<file path="src/rtl/ad9517_spi_master.sv">
// AD9517 serial-port engine: one mode-0 frame per command, MSB first, with
// SDIO turnaround and read-byte capture on read frames.
//
// state | meaning
// IDLE  | waiting for wr/rd command, busy low
// SETUP | cs_n asserted, first bit on mosi, CS_SETUP cycles
// SHIFT | N bits, CLK_DIV cycles sclk low then CLK_DIV cycles sclk high each
// HOLD  | sclk low, cs_n still asserted, CS_HOLD cycles
// GAP   | cs_n released, busy still high, CS_IDLE cycles
module ad9517_spi_master #(
  parameter int MOSI_DATA_WIDTH = 24,
  parameter int MISO_DATA_WIDTH = 8,
  parameter int CLK_DIV         = 4,
  parameter int CS_SETUP        = 2,
  parameter int CS_HOLD         = 2,
  parameter int CS_IDLE         = 2
) (
  input  logic                       clk,
  input  logic                       rst_n,
  input  logic                       i_spi_wr_cmd,
  input  logic                       i_spi_rd_cmd,
  input  logic [MOSI_DATA_WIDTH-1:0] i_spi_wr_data,
  output logic [MISO_DATA_WIDTH-1:0] o_spi_rd_data,
  output logic                       o_spi_rd_valid,
  output logic                       o_spi_busy,
  output logic                       o_spi_cs_n,
  output logic                       o_spi_sclk,
  output logic                       o_spi_mosi,
  output logic                       o_spi_sdio_oe,
  input  logic                       i_spi_miso
);

  localparam int TMR_MAX = (CS_SETUP > CS_HOLD) ?
                           ((CS_SETUP > CS_IDLE) ? CS_SETUP : CS_IDLE) :
                           ((CS_HOLD > CS_IDLE) ? CS_HOLD : CS_IDLE);
  localparam int TMR_W  = (TMR_MAX > 1) ? $clog2(TMR_MAX) : 1;
  localparam int HALF_W = (CLK_DIV > 1) ? $clog2(CLK_DIV) : 1;
  localparam int BIT_W  = 5;

  localparam logic [BIT_W-1:0]  LAST_BIT   = BIT_W'(MOSI_DATA_WIDTH - 1);
  localparam logic [BIT_W-1:0]  RX_FIRST   = BIT_W'(MOSI_DATA_WIDTH - MISO_DATA_WIDTH);
  localparam logic [HALF_W-1:0] HALF_LOAD  = HALF_W'(CLK_DIV - 1);
  localparam logic [TMR_W-1:0]  SETUP_LOAD = TMR_W'(CS_SETUP - 1);
  localparam logic [TMR_W-1:0]  HOLD_LOAD  = TMR_W'(CS_HOLD - 1);
  localparam logic [TMR_W-1:0]  IDLE_LOAD  = TMR_W'(CS_IDLE - 1);

  typedef enum logic [2:0] {
    S_IDLE,
    S_SETUP,
    S_SHIFT,
    S_HOLD,
    S_GAP
  } state_t;

  state_t                     r_state;
  logic [TMR_W-1:0]           r_tmr;
  logic [HALF_W-1:0]          r_half;
  logic [BIT_W-1:0]           r_bit;
  logic [MOSI_DATA_WIDTH-1:0] r_shift;
  logic [MISO_DATA_WIDTH-1:0] r_cap;
  logic                       r_rd;
  logic                       r_cs_n;
  logic                       r_sclk;
  logic                       r_mosi;
  logic                       r_oe;
  logic                       r_busy;
  logic [MISO_DATA_WIDTH-1:0] r_rd_data;
  logic                       r_rd_valid;

  state_t                     w_state_nxt;
  logic [TMR_W-1:0]           w_tmr_nxt;
  logic [HALF_W-1:0]          w_half_nxt;
  logic [BIT_W-1:0]           w_bit_nxt;
  logic [MOSI_DATA_WIDTH-1:0] w_shift_nxt;
  logic [MISO_DATA_WIDTH-1:0] w_cap_nxt;
  logic                       w_rd_nxt;
  logic                       w_cs_n_nxt;
  logic                       w_sclk_nxt;
  logic                       w_mosi_nxt;
  logic                       w_oe_nxt;
  logic                       w_busy_nxt;
  logic [MISO_DATA_WIDTH-1:0] w_rd_data_nxt;
  logic                       w_rd_valid_nxt;

  logic [MOSI_DATA_WIDTH-1:0] w_shift_sh;
  logic [BIT_W-1:0]           w_bit_inc;
  logic                       w_rx_bit;

  assign w_shift_sh = r_shift << 1;
  assign w_bit_inc  = r_bit + BIT_W'(1);
  // next bit belongs to the read-data phase: SDIO is handed to the AD9517
  assign w_rx_bit   = r_rd && (w_bit_inc >= RX_FIRST);

  always_comb begin
    w_state_nxt    = r_state;
    w_tmr_nxt      = r_tmr;
    w_half_nxt     = r_half;
    w_bit_nxt      = r_bit;
    w_shift_nxt    = r_shift;
    w_cap_nxt      = r_cap;
    w_rd_nxt       = r_rd;
    w_cs_n_nxt     = r_cs_n;
    w_sclk_nxt     = r_sclk;
    w_mosi_nxt     = r_mosi;
    w_oe_nxt       = r_oe;
    w_busy_nxt     = r_busy;
    w_rd_data_nxt  = r_rd_data;
    w_rd_valid_nxt = 1'b0;

    case (r_state)
      S_IDLE: begin
        if (i_spi_wr_cmd || i_spi_rd_cmd) begin
          w_state_nxt = S_SETUP;
          w_tmr_nxt   = SETUP_LOAD;
          w_shift_nxt = i_spi_wr_data;
          w_cap_nxt   = '0;
          w_rd_nxt    = i_spi_rd_cmd;
          w_cs_n_nxt  = 1'b0;
          w_sclk_nxt  = 1'b0;
          w_mosi_nxt  = i_spi_wr_data[MOSI_DATA_WIDTH-1];
          w_oe_nxt    = 1'b1;
          w_busy_nxt  = 1'b1;
          // clear so an ID check cannot match a byte from an earlier read
          if (i_spi_rd_cmd) begin
            w_rd_data_nxt = '0;
          end
        end
      end

      S_SETUP: begin
        if (r_tmr == '0) begin
          w_state_nxt = S_SHIFT;
          w_half_nxt  = HALF_LOAD;
          w_bit_nxt   = '0;
        end else begin
          w_tmr_nxt = r_tmr - TMR_W'(1);
        end
      end

      S_SHIFT: begin
        if (r_rd && r_sclk && (r_half == HALF_LOAD) && (r_bit >= RX_FIRST)) begin
          w_cap_nxt = MISO_DATA_WIDTH'({r_cap, i_spi_miso});
        end
        if (r_half != '0) begin
          w_half_nxt = r_half - HALF_W'(1);
        end else if (!r_sclk) begin
          w_sclk_nxt = 1'b1;
          w_half_nxt = HALF_LOAD;
        end else if (r_bit == LAST_BIT) begin
          w_state_nxt = S_HOLD;
          w_tmr_nxt   = HOLD_LOAD;
          w_sclk_nxt  = 1'b0;
        end else begin
          w_bit_nxt   = w_bit_inc;
          w_sclk_nxt  = 1'b0;
          w_half_nxt  = HALF_LOAD;
          w_shift_nxt = w_shift_sh;
          if (w_rx_bit) begin
            w_oe_nxt   = 1'b0;
            w_mosi_nxt = 1'b0;
          end else begin
            w_mosi_nxt = w_shift_sh[MOSI_DATA_WIDTH-1];
          end
        end
      end

      S_HOLD: begin
        if (r_tmr == '0) begin
          w_state_nxt = S_GAP;
          w_tmr_nxt   = IDLE_LOAD;
          w_cs_n_nxt  = 1'b1;
          w_oe_nxt    = 1'b0;
          w_mosi_nxt  = 1'b0;
        end else begin
          w_tmr_nxt = r_tmr - TMR_W'(1);
        end
      end

      S_GAP: begin
        if (r_tmr == '0) begin
          w_state_nxt = S_IDLE;
          w_busy_nxt  = 1'b0;
          if (r_rd) begin
            w_rd_data_nxt  = r_cap;
            w_rd_valid_nxt = 1'b1;
          end
        end else begin
          w_tmr_nxt = r_tmr - TMR_W'(1);
        end
      end

      default: begin
        w_state_nxt = S_IDLE;
      end
    endcase
  end

  always_ff @(posedge clk or negedge rst_n) begin
    if (!rst_n) begin
      r_state    <= S_IDLE;
      r_tmr      <= '0;
      r_half     <= '0;
      r_bit      <= '0;
      r_shift    <= '0;
      r_cap      <= '0;
      r_rd       <= 1'b0;
      r_cs_n     <= 1'b1;
      r_sclk     <= 1'b0;
      r_mosi     <= 1'b0;
      r_oe       <= 1'b0;
      r_busy     <= 1'b0;
      r_rd_data  <= '0;
      r_rd_valid <= 1'b0;
    end else begin
      r_state    <= w_state_nxt;
      r_tmr      <= w_tmr_nxt;
      r_half     <= w_half_nxt;
      r_bit      <= w_bit_nxt;
      r_shift    <= w_shift_nxt;
      r_cap      <= w_cap_nxt;
      r_rd       <= w_rd_nxt;
      r_cs_n     <= w_cs_n_nxt;
      r_sclk     <= w_sclk_nxt;
      r_mosi     <= w_mosi_nxt;
      r_oe       <= w_oe_nxt;
      r_busy     <= w_busy_nxt;
      r_rd_data  <= w_rd_data_nxt;
      r_rd_valid <= w_rd_valid_nxt;
    end
  end

  assign o_spi_rd_data  = r_rd_data;
  assign o_spi_rd_valid = r_rd_valid;
  assign o_spi_busy     = r_busy;
  assign o_spi_cs_n     = r_cs_n;
  assign o_spi_sclk     = r_sclk;
  assign o_spi_mosi     = r_mosi;
  assign o_spi_sdio_oe  = r_oe;

endmodule
</file>
<file path="config.mk">
export PLATFORM = sky130hd
export DESIGN_NAME = ad9517_spi_master
export DESIGN_NICKNAME = d
export VERILOG_FILES = /design/src/rtl/ad9517_spi_master.sv
export SDC_FILE = /design/constraint.sdc
export NUM_CORES = 1
export LEC_CHECK = 0
export ABC_AREA = 1
export ABC_CLOCK_PERIOD_IN_PS = 3000
export CORE_UTILIZATION = 55
export DETAILED_ROUTE_END_ITERATION = 10
export HOLD_SLACK_MARGIN = 0.1
export PLACE_DENSITY = 0.79
export SLEW_MARGIN = 20
export SYNTH_ARGS = -nofsm -noshare
export SYNTH_HDL_FRONTEND = slang
export SYNTH_SLANG_ARGS = --single-unit
</file>
<file path="constraint.sdc">
create_clock -name clk -period 3 [get_ports clk]
set_input_delay 0.6 -clock clk [delete_from_list [all_inputs] [get_ports clk]]
set_output_delay 0.6 -clock clk [all_outputs]
set_load 0.01 [all_outputs]
</file>
Word-level counts from Yosys, hierarchy flattened

Index checks and enable logic that the tools add are counted.

Input bits: 29
Word-level logic and storage cells: 125
Output and inout port bits: 14
Register bits: 57

Order comparisons: 2
Multiplexer cells: 60
Eq/ne operators: 19
Reductions and logical operators: 27
Add/sub/neg operators: 3

Operator list:

| operator              | count |
|---|---|
| $mux W23              | 4 |
| $mux W8               | 6 |
| $pmux W23 S2          | 1 |
| $pmux W8 S2           | 2 |
| $ne A2 B2 Y1 const B  | 12 |
| $mux W1               | 23 |
| $mux W3               | 7 |
| $mux W5               | 4 |
| $reduce_and A5 Y1     | 4 |
| $pmux W3 S5           | 1 |
| $reduce_and A3 Y1     | 5 |
| $reduce_and A7 Y1     | 2 |
| $ge A5 B5 Y1 const B  | 2 |
| $pmux W5 S2           | 1 |
| $reduce_bool A2 Y1    | 5 |
| $mux W2               | 4 |
| $eq A3 B2 Y1 const B  | 2 |
| $pmux W1 S2           | 3 |
| $pmux W1 S3           | 2 |
| $reduce_and A6 Y1     | 1 |
| $add A5 B1 Y5 const B | 1 |
| $eq A5 B5 Y1 const B  | 1 |
| $logic_and A1 B1 Y1   | 4 |
| $ne A4 B4 Y1 const B  | 1 |
| 13 further kinds      | 13 |

Depth between registers and ports, before layout

Gate-level depths: netlist of run 1.

Depth after elaboration: 8
Depth in mapped cells: 9
Depth with buffers taken out: 9

Least setup slack after synthesis of run 1

No wires, ideal clock.

Path type: in2reg
From: input port i_spi_rd_cmd
To: register r_shift[4]
Data required time: 2879 ps
Stages on the path: 6
Slack: 1554 ps
Arrival: 1325 ps
Library setup time: 121 ps
Cells stage by stage: inv_1 -> nand4_1 -> nand2_1 -> nor2_8 -> buf_4 -> o21ai_1

Cells in the longest elaborated chain, start to end: 3

RTL lines:

| what                               | RTL line | text |
|---|---|---|
| start, declared                    | 21       | `input logic i_spi_rd_cmd,` |
| $logic_or A1 B1 Y1                 | 112      | `if (i_spi_wr_cmd \|\| i_spi_rd_cmd) begin` |
| $ne A2 B2 Y1 (no source line)      | -        |  |
| $reduce_and A5 Y1 (no source line) | -        |  |
| end signal, assigned               | 219      | `r_shift <= w_shift_nxt;` |
| end, declared                      | 59       | `logic [MOSI_DATA_WIDTH-1:0] r_shift;` |

Every way passes these cells.
A chain may end at the register's enable or synchronous reset.

Worst setup path in the final report of run 1

From: register r_cs_n, in the netlist o_spi_cs_n
To: output port o_spi_cs_n

RTL lines:

| what                   | RTL line | text |
|---|---|---|
| start, declared        | 62       | `logic r_cs_n;` |
| start signal, assigned | 222      | `r_cs_n <= w_cs_n_nxt;` |
| end, declared          | 26       | `output logic o_spi_cs_n,` |

No word-level cell between the ends.

==> results.py, run 1 <==
metrics = {
    "run_status": {
        "outcome": "finished, final reports clean",
    },
    "placed_design": {
        "routabilityCongestion": 0.837,
        "dp_cells": 467,
        "placement.io_buffers": 42,
        "preCtsSetupSlack_ns": 0.659,
        "post-dp-hpwl_mm": 4.03,
    },
    "sta": {
        "post-route-worst-setup-slack_ns": 0.989,
        "rsz0062_at_grt": "false",
        "fin_worst_skew_ns": 0.00923,
        "final-max-slew-violation-count": 0,
        "fin_crit_sh": 0.670,
        "timing.final.crit_period_ns": 2.01,
        "timing.max_slew.rel_slack": 0.405,
        "worst_slew_pin_slew_ns": 0.886,
        "setup_tns_ns": 0,
        "max_clock_freq_mhz": 497,
        "hold_violations": 0,
        "timing.final.setup_violations": 0,
    },
    "cts": {
        "cts.repair_timing.setup_buffer_count": 0,
        "cts_tree": "built",
        "clock_sink_count": 57,
        "cts_inserted_buffers": 9,
        "ctsRootBufferMaster": "sky130_fd_sc_hd__clkbuf_8",
        "path_clk_slew_ns": 0.07,
        "postCtsHoldBufs": 0,
        "ctsResizeCount": 0,
        "clk_path_buf_depth": 2,
        "htree_num_levels": 3,
        "clock_insertion_delay_worst_skew_ns": 0.35,
    },
    "worst_setup_path": {
        "crit_path_top_delay_cell": "sky130_fd_sc_hd__clkdlybuf4s50_1",
        "critical_path_fanouts_max": 2,
        "critPathArrivalTime_ns": 1.41,
        "path_delay_family": "buffers and inverters",
        "critPathKind": "reg -> out",
        "path_cells": "clkdlybuf4s50_1",
        "delay_contributed_by_the_slowest_stage_of_the_critical_path_ns": 0.54,
        "worstSetupEndpointType": "output port",
        "critPathBufInv": 1,
        "setup.worst_path.start_class": "flip-flop",
        "required_ns": 2.40,
    },
    "final_layout": {
        "layout-area-overhead-vs-synth_pct": 24.0,
        "nNetsFinal": 443,
        "instances_no_fill": 483,
        "mostFrequentLayoutCells": "125 x sky130_fd_sc_hd__nand2_1, 56 x sky130_fd_sc_hd__dfrtp_1, 44 x sky130_fd_sc_hd__inv_1",
        "ant_diodes": 0,
        "filler_cell_count": 380,
        "final_core_util": 0.730,
        "drive_above_1_share": 0.0841,
        "layout_commonest_cell": "sky130_fd_sc_hd__nand2_1",
    },
    "grt": {
        "grt_util_all_layers": 0.247,
        "antenna_violations_before_repair": 0,
        "overflow": 0,
        "grt_max_degree": 58,
        "first_global_vias": 2447,
        "global_route_wire_length_before_repair_mm": 10.2,
    },
    "floorplanning": {
        "die_w_um": 74.1,
        "floorplan.die.height_um": 74.1,
        "core_region_area_um2": 4850,
        "floorplan.initialDensity": 0.589,
        "die_area_um2": 5480,
        "std_cell_rows": 25,
        "pin_count": 43,
    },
    "routing": {
        "via_per_inst": 5.18,
        "drt.antenna.violating_nets": 0,
        "totalWireLength_mm": 5.96,
        "drt-pass1-iter-count": 5,
        "routed-via-count": 2502,
        "route.detailed.drc": 0,
        "avgRoutedWirePerCell_um": 12.3,
        "first_iter_violations": 237,
    },
    "yosys": {
        "mappedNetlistNets": 399,
        "synthCells": 367,
        "yosysWarnings": 0,
        "syn-mean-instance-area_um2": 7.78,
        "ys_types": 26,
        "ys_ff_latch": 57,
        "mappedNetlistArea_um2": 2860,
        "ys_seq_area_frac": 0.500,
    },
    "job": {
        "cap_viol_max_count": 0,
    },
    "power_and_ir_drop": {
        "irDropWorstVdd_mv": 0.529,
        "cellPowerDensity_nw_per_um2": 1030,
        "cellLeakagePower_nw": 1.76,
        "total_power_mw": 3.65,
    },
    "min_path": {
        "holdCritPathClass": "in -> async",
    },
}
-- registers in the layout, indices dropped and copies added (netlist names) --
| register | count |
|---|---|
| r_tmr | 1 |
| r_rd | 1 |
| r_half | 2 |
| o_spi_sdio_oe | 1 |
| r_bit | 5 |
| o_spi_sclk | 1 |
| o_spi_rd_data | 8 |
| o_spi_cs_n | 1 |
| o_spi_busy | 1 |
| r_cap | 8 |
| o_spi_mosi | 1 |
| r_shift | 23 |
| o_spi_rd_valid | 1 |
| r_state | 3 |
-- per-stage QoR --
stage | hold WS [ns] | instance area (um2)
3_3_place_gp | 0.457 | 3300
4_1_cts | 0.414 | 3540
6_report | 0.380 | 3540
2_1_floorplan | 0.304 | 2860
3_5_place_dp | 0.462 | 3300
5_1_grt | 0.460 | 3540
-- cells by family (layout without fill, tap and decap cells) --
logic type	Yosys count	after routing	share of synthesized area
DFF	57	57	0.500
and+or+nand+nor	183	183	0.280
xor gates and xnor gates	1	1	0.00307
adders and majority gates	3	3	0.0131
AOI/OAI and AO/OA	64	64	0.115
buffers and inverters	59	108	0.0885
-- cells in the mapped netlist --
cell / count / share of area
sky130_fd_sc_hd__nor4_2: 1 / 0.0044
sky130_fd_sc_hd__a21oi_1: 2 / 0.0035
sky130_fd_sc_hd__nand3_1: 20 / 0.035
sky130_fd_sc_hd__inv_2: 4 / 0.0053
sky130_fd_sc_hd__o21ai_0: 37 / 0.065
sky130_fd_sc_hd__nand3b_1: 2 / 0.0053
sky130_fd_sc_hd__nor2_8: 1 / 0.0070
sky130_fd_sc_hd__buf_4: 1 / 0.0026
sky130_fd_sc_hd__nor2_1: 20 / 0.026
sky130_fd_sc_hd__xor2_1: 1 / 0.0031
sky130_fd_sc_hd__nor3_1: 1 / 0.0018
sky130_fd_sc_hd__nand2_1: 125 / 0.16
sky130_fd_sc_hd__a31oi_1: 1 / 0.0022
sky130_fd_sc_hd__o21ai_2: 2 / 0.0061
sky130_fd_sc_hd__o21ai_1: 22 / 0.039
sky130_fd_sc_hd__dfstp_2: 1 / 0.0092
sky130_fd_sc_hd__dfrtp_1: 56 / 0.49
sky130_fd_sc_hd__ha_1: 3 / 0.013
sky130_fd_sc_hd__clkbuf_1: 3 / 0.0039
sky130_fd_sc_hd__inv_1: 44 / 0.058
sky130_fd_sc_hd__buf_2: 4 / 0.0070
sky130_fd_sc_hd__nand3_4: 1 / 0.0061
sky130_fd_sc_hd__buf_6: 3 / 0.012
sky130_fd_sc_hd__nand2_2: 4 / 0.0088
sky130_fd_sc_hd__nor2_4: 2 / 0.0079
sky130_fd_sc_hd__nand4_1: 6 / 0.013
-- path summary, 6_finish.rpt --
| path | startpoint | to | slack, ns | cells after the start |
|---|---|---|---|---|
| setup / recovery | o_spi_cs_n | o_spi_cs_n | 0.99 | 1 |
| max in group asynchronous | rst_n | r_bit[4] | 2.15 | 2 |
| min in group clk | o_spi_rd_data[0] | o_spi_rd_data[0] | 0.47 | 2 |
| hold / removal | rst_n | r_shift[5] | 0.38 | 2 |
| setup reg to reg | r_bit[0] | r_shift[22] | 1.13 | 9 |
| hold reg to reg | o_spi_rd_data[0] | o_spi_rd_data[0] | 0.47 | 2 |
-- power breakdown --
group	switching [mW]	internal, mW	total, mW	leakage (nW)
Combinational	1.05	0.516	1.56	0.910
Clock	0.335	0.551	0.885	0.115
Sequential	0.163	1.03	1.20	0.734
Total	1.54	2.10	3.65	1.76
-- layer usage --
layer | track usage | wire (um) | vias up
met5 | 0 | 0 | -
met4 | 0.150 | 147 | 0
met3 | 0.0488 | 255 | 19
met2 | 0.406 | 2800 | 79
met1 | 0.301 | 2760 | 1153
li1 | - | - | 1251
-- cell type report --
cell class / instances / area (um2) / share of cell area
Sequential cell: 57 / 1430 / 0.403
Inverter: 48 / 180 / 0.0509
Clock inverter: 7 / 119 / 0.0336
Timing Repair Buffer: 44 / 430 / 0.122
Clock buffer: 9 / 124 / 0.0350
Multi-Input combinational cell: 251 / 1170 / 0.332
Tap cell: 67 / 83.8 / 0.0237
Power figures use the tool's default switching activity.
==> run 2, diff against run 1 <==
Settings changed: ABC_CLOCK_PERIOD_IN_PS 3000 to 1830, CORE_UTILIZATION 55 to 49, PLACE_DENSITY 0.79 to 0.74.
Clock period 3 ns to 1.83 ns, I/O delays scaled along.
==> run 2 against run 1 <==
Net effect:
- via count decreased by 3.1%
- die area grew 12%
- global-route usage fell by 2.7 points
- sequential share of layout area is 0.73 points lower
- power up 61%
==> results.py, run 2 (synthesis gave the netlist of run 1 again) <==
metrics = {
    "min_path": {
        "holdCritPathClass": "reg -> reg",
        "timing.hold.worst.start": "o_spi_rd_data[6]",
    },
    "final_layout": {
        "ff_latch_area_um2": 1430,
        "nNetsFinal": 451,
        "multi_input_comb_area_um2": 1180,
        "mostFrequentLayoutCells": "125 x sky130_fd_sc_hd__nand2_1, 56 x sky130_fd_sc_hd__dfrtp_1, 44 x sky130_fd_sc_hd__inv_1",
        "filler_cell_count": 474,
        "layout-area-overhead-vs-synth_pct": 26.2,
        "drive_above_1_share": 0.0967,
        "ant_diodes": 0,
        "layout_commonest_cell": "sky130_fd_sc_hd__nand2_1",
        "final_core_util": 0.647,
        "regMostFlops": "r_shift",
        "largest_reg_flops": 23,
    },
    "routing": {
        "avgRoutedWirePerCell_um": 11.4,
        "wl_met2_mm": 2.64,
        "drt.antenna.violating_nets": 0,
        "via_per_inst": 4.89,
        "totalWireLength_mm": 5.67,
        "route.detailed.drc": 0,
        "wl_met1_mm": 2.78,
        "met3_length_um": 163,
        "drt-pass1-iter-count": 4,
        "routed-via-count": 2425,
        "highest-signal-layer": "met4",
        "first_iter_violations": 97,
    },
    "floorplanning": {
        "die_w_um": 78.3,
        "core_region_area_um2": 5570,
        "floorplan.initialDensity": 0.512,
        "std_cell_rows": 27,
        "floorplan.die.height_um": 78.3,
        "die_area_um2": 6140,
        "pin_count": 43,
    },
    "placed_design": {
        "preCtsSetupSlack_ns": 0.0554,
        "placement.io_buffers": 42,
        "routabilityCongestion": 0.861,
        "post-dp-hpwl_mm": 4.07,
    },
    "power_and_ir_drop": {
        "combinational_share_of_power": 0.465,
        "internal_power_mw": 3.41,
        "switching_share": 0.419,
        "irDropWorstVdd_mv": 0.941,
        "cellPowerDensity_nw_per_um2": 1630,
        "clock_power_share": 0.203,
        "cellLeakagePower_nw": 1.80,
        "sequential_power_share": 0.332,
        "net-switching-power_mw": 2.46,
    },
    "sta": {
        "hold_violations": 0,
        "hold-worst-slack_ns": 0.472,
        "post-route-worst-setup-slack_ns": 0.0883,
        "fin_worst_skew_ns": 0.00667,
        "timing.final.setup_violations": 0,
        "fin_crit_sh": 0.952,
        "rsz0062_at_grt": "false",
        "worst_slew_pin_slew_ns": 0.437,
        "setup_tns_ns": 0,
        "max_clock_freq_mhz": 574,
        "timing.max_slew.rel_slack": 0.709,
        "final-max-slew-violation-count": 0,
        "timing.final.crit_period_ns": 1.74,
    },
    "worst_setup_path": {
        "critPathKind": "reg -> out",
        "critPathBufInv": 1,
        "path_delay_family": "flip-flops",
        "required_ns": 1.46,
        "worstReg2RegStart": "r_bit[0]",
        "crit_path_top_delay_cell": "sky130_fd_sc_hd__dfstp_2",
        "setup.worst_path.start_class": "flip-flop",
        "worstSetupEndpointType": "output port",
        "delay_contributed_by_the_slowest_stage_of_the_critical_path_ns": 0.53,
        "critPathArrivalTime_ns": 1.38,
        "path_cells": "clkdlybuf4s50_1",
        "critical_path_fanouts_max": 2,
        "first_element_of_the_critical_path": "o_spi_cs_n",
    },
    "cts": {
        "cts_tree": "built",
        "cts.repair_timing.setup_buffer_count": 0,
        "cts_inserted_buffers": 9,
        "clock_sink_count": 57,
        "clk_path_buf_depth": 2,
        "htree_num_levels": 3,
        "clock_insertion_delay_worst_skew_ns": 0.33,
        "path_clk_slew_ns": 0.06,
        "ctsRootBufferMaster": "sky130_fd_sc_hd__clkbuf_8",
    },
    "grt": {
        "first_global_vias": 2403,
        "grt_util_all_layers": 0.220,
        "global_route_wire_length_before_repair_mm": 10.4,
        "antenna_violations_before_repair": 0,
        "overflow": 0,
        "grt_max_degree": 48,
    },
    "run_status": {
        "outcome": "finished, final reports clean",
    },
    "job": {
        "cap_viol_max_count": 0,
    },
}
[run 2: timing repair]
action,4_1_cts,5_1_grt
resized for setup,0,1
hold endpoints to repair,56,0
setup endpoints to repair,0,1
hold buffers,1,0
[run 2: power by group through the flow]
stage	Combinational [mW]	Sequential, mW	Clock [mW]
final	2.73	1.95	1.19
after global routing	3.16	2.01	1.28
after CTS	2.72	1.95	1.22
after detailed placement	2.70	1.97	0
after global placement	2.64	1.96	0
after floorplan	2.05	1.93	0
[run 2: metrics by stage]
step	power (mW)	cell area, um2	instances
floorplan	3.98	2860	367
global placement	4.60	3380	479
detailed placement	4.67	3380	479
CTS	5.90	3600	496
global route	6.45	3600	496
finish	5.87	3600	496
[run 2: final timing paths]
kind                                     to  slack [ns]  cells after the start
setup / recovery                 o_spi_cs_n        0.09                      1
hold / removal             o_spi_rd_data[6]        0.47                      2
setup reg to reg                  r_half[1]        0.20                      6
hold reg to reg            o_spi_rd_data[6]        0.47                      2
max in group asynchronous        o_spi_cs_n        0.88                      3
min in group asynchronous        r_shift[8]        0.55                      3
[run 2: worst register-to-register path, delay by kind of cell, from the launching register on]
kind	cells	cell delay, ns
AND/OR/NAND/NOR	3	0.38
AO/OA/AOI/OAI	2	0.49
adder cells (fa/ha/maj)	1	0.23
flip-flops	1	0.39
[run 2: per-layer routing]
layer | vias up | track usage
met2 | 31 | 0.345
met3 | 6 | 0.0698
met5 | - | 0
li1 | 1277 | -
met1 | 1111 | 0.286
met4 | 0 | 0.0778
[run 2: layout make-up]
| cell class | count | share of cell area |
|---|---|---|
| inverter | 48 | 0.0500 |
| clock buffer | 12 | 0.0430 |
| multi-input combinational | 251 | 0.328 |
| timing repair buffer | 52 | 0.144 |
| tap | 72 | 0.0250 |
| sequential | 57 | 0.396 |
| clock inverter | 4 | 0.0142 |
==> run 3, diff against run 2 <==
Settings changed: ABC_AREA 1 to default, GPL_TIMING_DRIVEN from default to 0.
==> run 3 against run 2 <==
Net effect:
- final cell count is 21% lower
- critical endpoint is now r_shift[13]
- synthesized cell count is 31% lower
- routed wire length is 7.2% higher
- largest cell class unchanged
- die area is 1.6% higher
- core utilization is 2.4 points higher
- sequential share of layout area is 1.6 points lower
==> results.py, run 3 <==
metrics = {
    "run_status": {
        "outcome": "finished, final reports clean",
    },
    "final_layout": {
        "largest_reg_flops": 23,
        "layout_commonest_cell": "sky130_fd_sc_hd__dfrtp_1",
        "drive_above_1_share": 0.300,
        "ant_diodes": 0,
        "nNetsFinal": 347,
        "regMostFlops": "r_shift",
        "mostFrequentLayoutCells": "56 x sky130_fd_sc_hd__dfrtp_1, 41 x sky130_fd_sc_hd__clkdlybuf4s50_1, 33 x sky130_fd_sc_hd__mux2_2",
        "layout-area-overhead-vs-synth_pct": 29.6,
    },
    "job": {
        "cap_viol_max_count": 0,
    },
    "yosys": {
        "ys_top_cells_by_area": "sky130_fd_sc_hd__dfrtp_1 48%, sky130_fd_sc_hd__mux2_2 16%, sky130_fd_sc_hd__o21ai_0 3.3%",
        "yosysWarnings": 0,
        "synth_largest_type_area_fraction": 0.483,
        "mappedNetlistArea_um2": 2900,
        "ys_ff_latch": 57,
        "mappedNetlistNets": 285,
        "synth_most_common_cell": "sky130_fd_sc_hd__dfrtp_1",
        "synthFlopType": "sky130_fd_sc_hd__dfrtp_1",
        "yosys_top_cell_by_area": "sky130_fd_sc_hd__dfrtp_1",
        "ys_types": 46,
        "synth_top_cells_by_count": "56 x sky130_fd_sc_hd__dfrtp_1, 42 x sky130_fd_sc_hd__mux2_2, 19 x sky130_fd_sc_hd__o21ai_0",
        "edff_count_synth": 0,
        "async_reset_ff_frac": 1.00,
        "syn-mean-instance-area_um2": 11.5,
        "ys_seq_area_frac": 0.492,
        "synthCells": 253,
    },
    "sta": {
        "post-route-worst-setup-slack_ns": 0.00694,
        "rsz0062_at_grt": "true",
        "fin_worst_skew_ns": 0.00618,
        "max_clock_freq_mhz": 549,
        "timing.max_slew.rel_slack": 0.517,
        "fin_crit_sh": 0.996,
        "worst_slew_pin_slew_ns": 0.724,
        "hold_violations": 0,
        "timing.final.crit_period_ns": 1.82,
        "setup_tns_ns": 0,
        "timing.final.setup_violations": 0,
        "final-max-slew-violation-count": 0,
    },
    "worst_setup_path": {
        "setup.worst_path.start_class": "input port",
        "critPathKind": "in -> reg",
        "required_ns": 2.05,
        "critical_path_fanouts_max": 5,
        "worstSetupEndpointType": "flip-flop",
        "critPathArrivalTime_ns": 2.04,
        "reg2reg_depth": 6,
    },
    "cts": {
        "cts_inserted_buffers": 9,
        "cts_tree": "built",
        "clk_path_buf_depth": 2,
        "clock_insertion_delay_worst_skew_ns": 0.33,
        "htree_num_levels": 3,
        "path_clk_slew_ns": 0.06,
        "ctsRootBufferMaster": "sky130_fd_sc_hd__clkbuf_8",
        "postCtsHoldBufs": 0,
        "clock_sink_count": 57,
    },
    "grt": {
        "first_global_vias": 2193,
        "global_route_wire_length_before_repair_mm": 10.1,
        "grt_util_all_layers": 0.211,
        "grt_max_degree": 58,
        "antenna_violations_before_repair": 0,
        "overflow": 0,
    },
    "floorplanning": {
        "floorplan.initialDensity": 0.518,
        "die_area_um2": 6240,
        "floorplan.die.height_um": 79.0,
        "pin_count": 43,
        "std_cell_rows": 27,
        "die_w_um": 79.0,
        "core_region_area_um2": 5610,
    },
    "placed_design": {
        "placement.io_buffers": 42,
        "preCtsSetupSlack_ns": -0.453,
        "routabilityCongestion": 0.867,
        "post-dp-hpwl_mm": 3.85,
    },
    "power_and_ir_drop": {
        "internal_power_mw": 2.07,
        "cellPowerDensity_nw_per_um2": 690,
        "switching_share": 0.204,
        "cellLeakagePower_nw": 1.78,
        "net-switching-power_mw": 0.528,
        "sequential_power_share": 0.492,
        "irDropWorstVdd_mv": 0.473,
        "clock_power_share": 0.469,
        "combinational_share_of_power": 0.039,
    },
    "routing": {
        "route.detailed.drc": 0,
        "via_per_inst": 5.61,
        "totalWireLength_mm": 6.08,
        "drt-pass1-iter-count": 5,
        "first_iter_violations": 192,
        "drt.antenna.violating_nets": 0,
        "avgRoutedWirePerCell_um": 15.5,
        "routed-via-count": 2199,
    },
    "min_path": {
        "holdCritPathClass": "in -> async",
    },
}
-- run 3: cell count changes in the layout (fill, tap and decap cells not counted), moves of 12 or more --
cell                      before  now
sky130_fd_sc_hd__mux2_2        0   33
sky130_fd_sc_hd__o21ai_1      22    1
sky130_fd_sc_hd__nor2_1       20    7
sky130_fd_sc_hd__o21ai_0      37   19
sky130_fd_sc_hd__nand2_1     125    7
sky130_fd_sc_hd__inv_1        44   16
sky130_fd_sc_hd__mux2_4        0   12
-- run 3: worst max-delay path, stage by stage --
cell	delay, ns
sky130_fd_sc_hd__clkdlybuf4s50_1	0.56
sky130_fd_sc_hd__nor2_4	0.20
sky130_fd_sc_hd__nor2_1	0.12
sky130_fd_sc_hd__o21ai_4	0.29
sky130_fd_sc_hd__buf_6	0.18
sky130_fd_sc_hd__mux2_2	0.33
-- run 3: power groups by stage --
stage                     Clock, mW  Sequential (mW)  Combinational [mW]
after floorplan                   0             1.30              0.0124
after global placement            0             1.30               0.102
after detailed placement          0             1.30               0.102
after CTS                      1.24             1.28               0.103
after global routing           1.28             1.28               0.113
final                          1.22             1.28               0.102
-- run 3: worst paths after layout --
kind	start	endpoint	slack (ns)
setup / recovery	i_spi_rd_cmd	r_shift[13]	0.007
hold / removal	rst_n	o_spi_rd_data[7]	0.08
setup reg to reg	r_bit[1]	r_shift[13]	0.02
hold reg to reg	o_spi_cs_n	o_spi_cs_n	0.48
max in group asynchronous	rst_n	r_bit[0]	1.26
min in group clk	o_spi_cs_n	o_spi_cs_n	0.48
-- run 3: final cells by class --
type / instances / area (um2)
Timing Repair Buffer: 52 / 504
Inverter: 16 / 60.1
Sequential cell: 57 / 1430
Fill cell: 429 / 1850
Tap cell: 72 / 90.1
Buffer: 16 / 115
Multi-Input combinational cell: 163 / 1360
Clock inverter: 2 / 35.0
Clock buffer: 14 / 173
-- run 3: metal layers --
metal | GRT usage | vias up | part of all wire
met5 | 0 | - | 0
met4 | 0.100 | 0 | 0.015
met2 | 0.329 | 58 | 0.47
met3 | 0.0414 | 8 | 0.051
met1 | 0.284 | 1099 | 0.47
li1 | - | 1034 | -
-- run 3: cell families (layout without fill, tap and decap cells) --
| logic type | after synthesis | in the layout | share of synthesized area |
|---|---|---|---|
| AOI/OAI and AO/OA | 59 | 59 | 0.138 |
| DFF | 57 | 57 | 0.492 |
| and+or+nand+nor | 53 | 53 | 0.106 |
| muxes | 46 | 46 | 0.182 |
| buffers and inverters | 33 | 100 | 0.0629 |
| adders and majority gates | 3 | 3 | 0.0129 |
| xor gates and xnor gates | 2 | 2 | 0.00604 |
-- run 3: timing repair --
action / in CTS / in global routing
buffers inserted: 8 / 0
gates cloned: 2 / 0
resized for setup: 12 / 10
pin swaps: 3 / 1
setup endpoints to repair: 23 / 23
-- run 3: per-stage QoR --
stage | area, um2 | hold slack, ns | power (mW) | util | cells
after floorplan | 2900 | 0.0704 | 1.31 | - | 253
after global placement | 3410 | 0.471 | 1.40 | 0.609 | 367
after detailed placement | 3410 | 0.471 | 1.40 | 0.608 | 367
after CTS | 3720 | 0.108 | 2.62 | 0.664 | 392
after global routing | 3760 | 0.156 | 2.67 | 0.671 | 392
final | 3760 | 0.0761 | 2.60 | 0.671 | 392
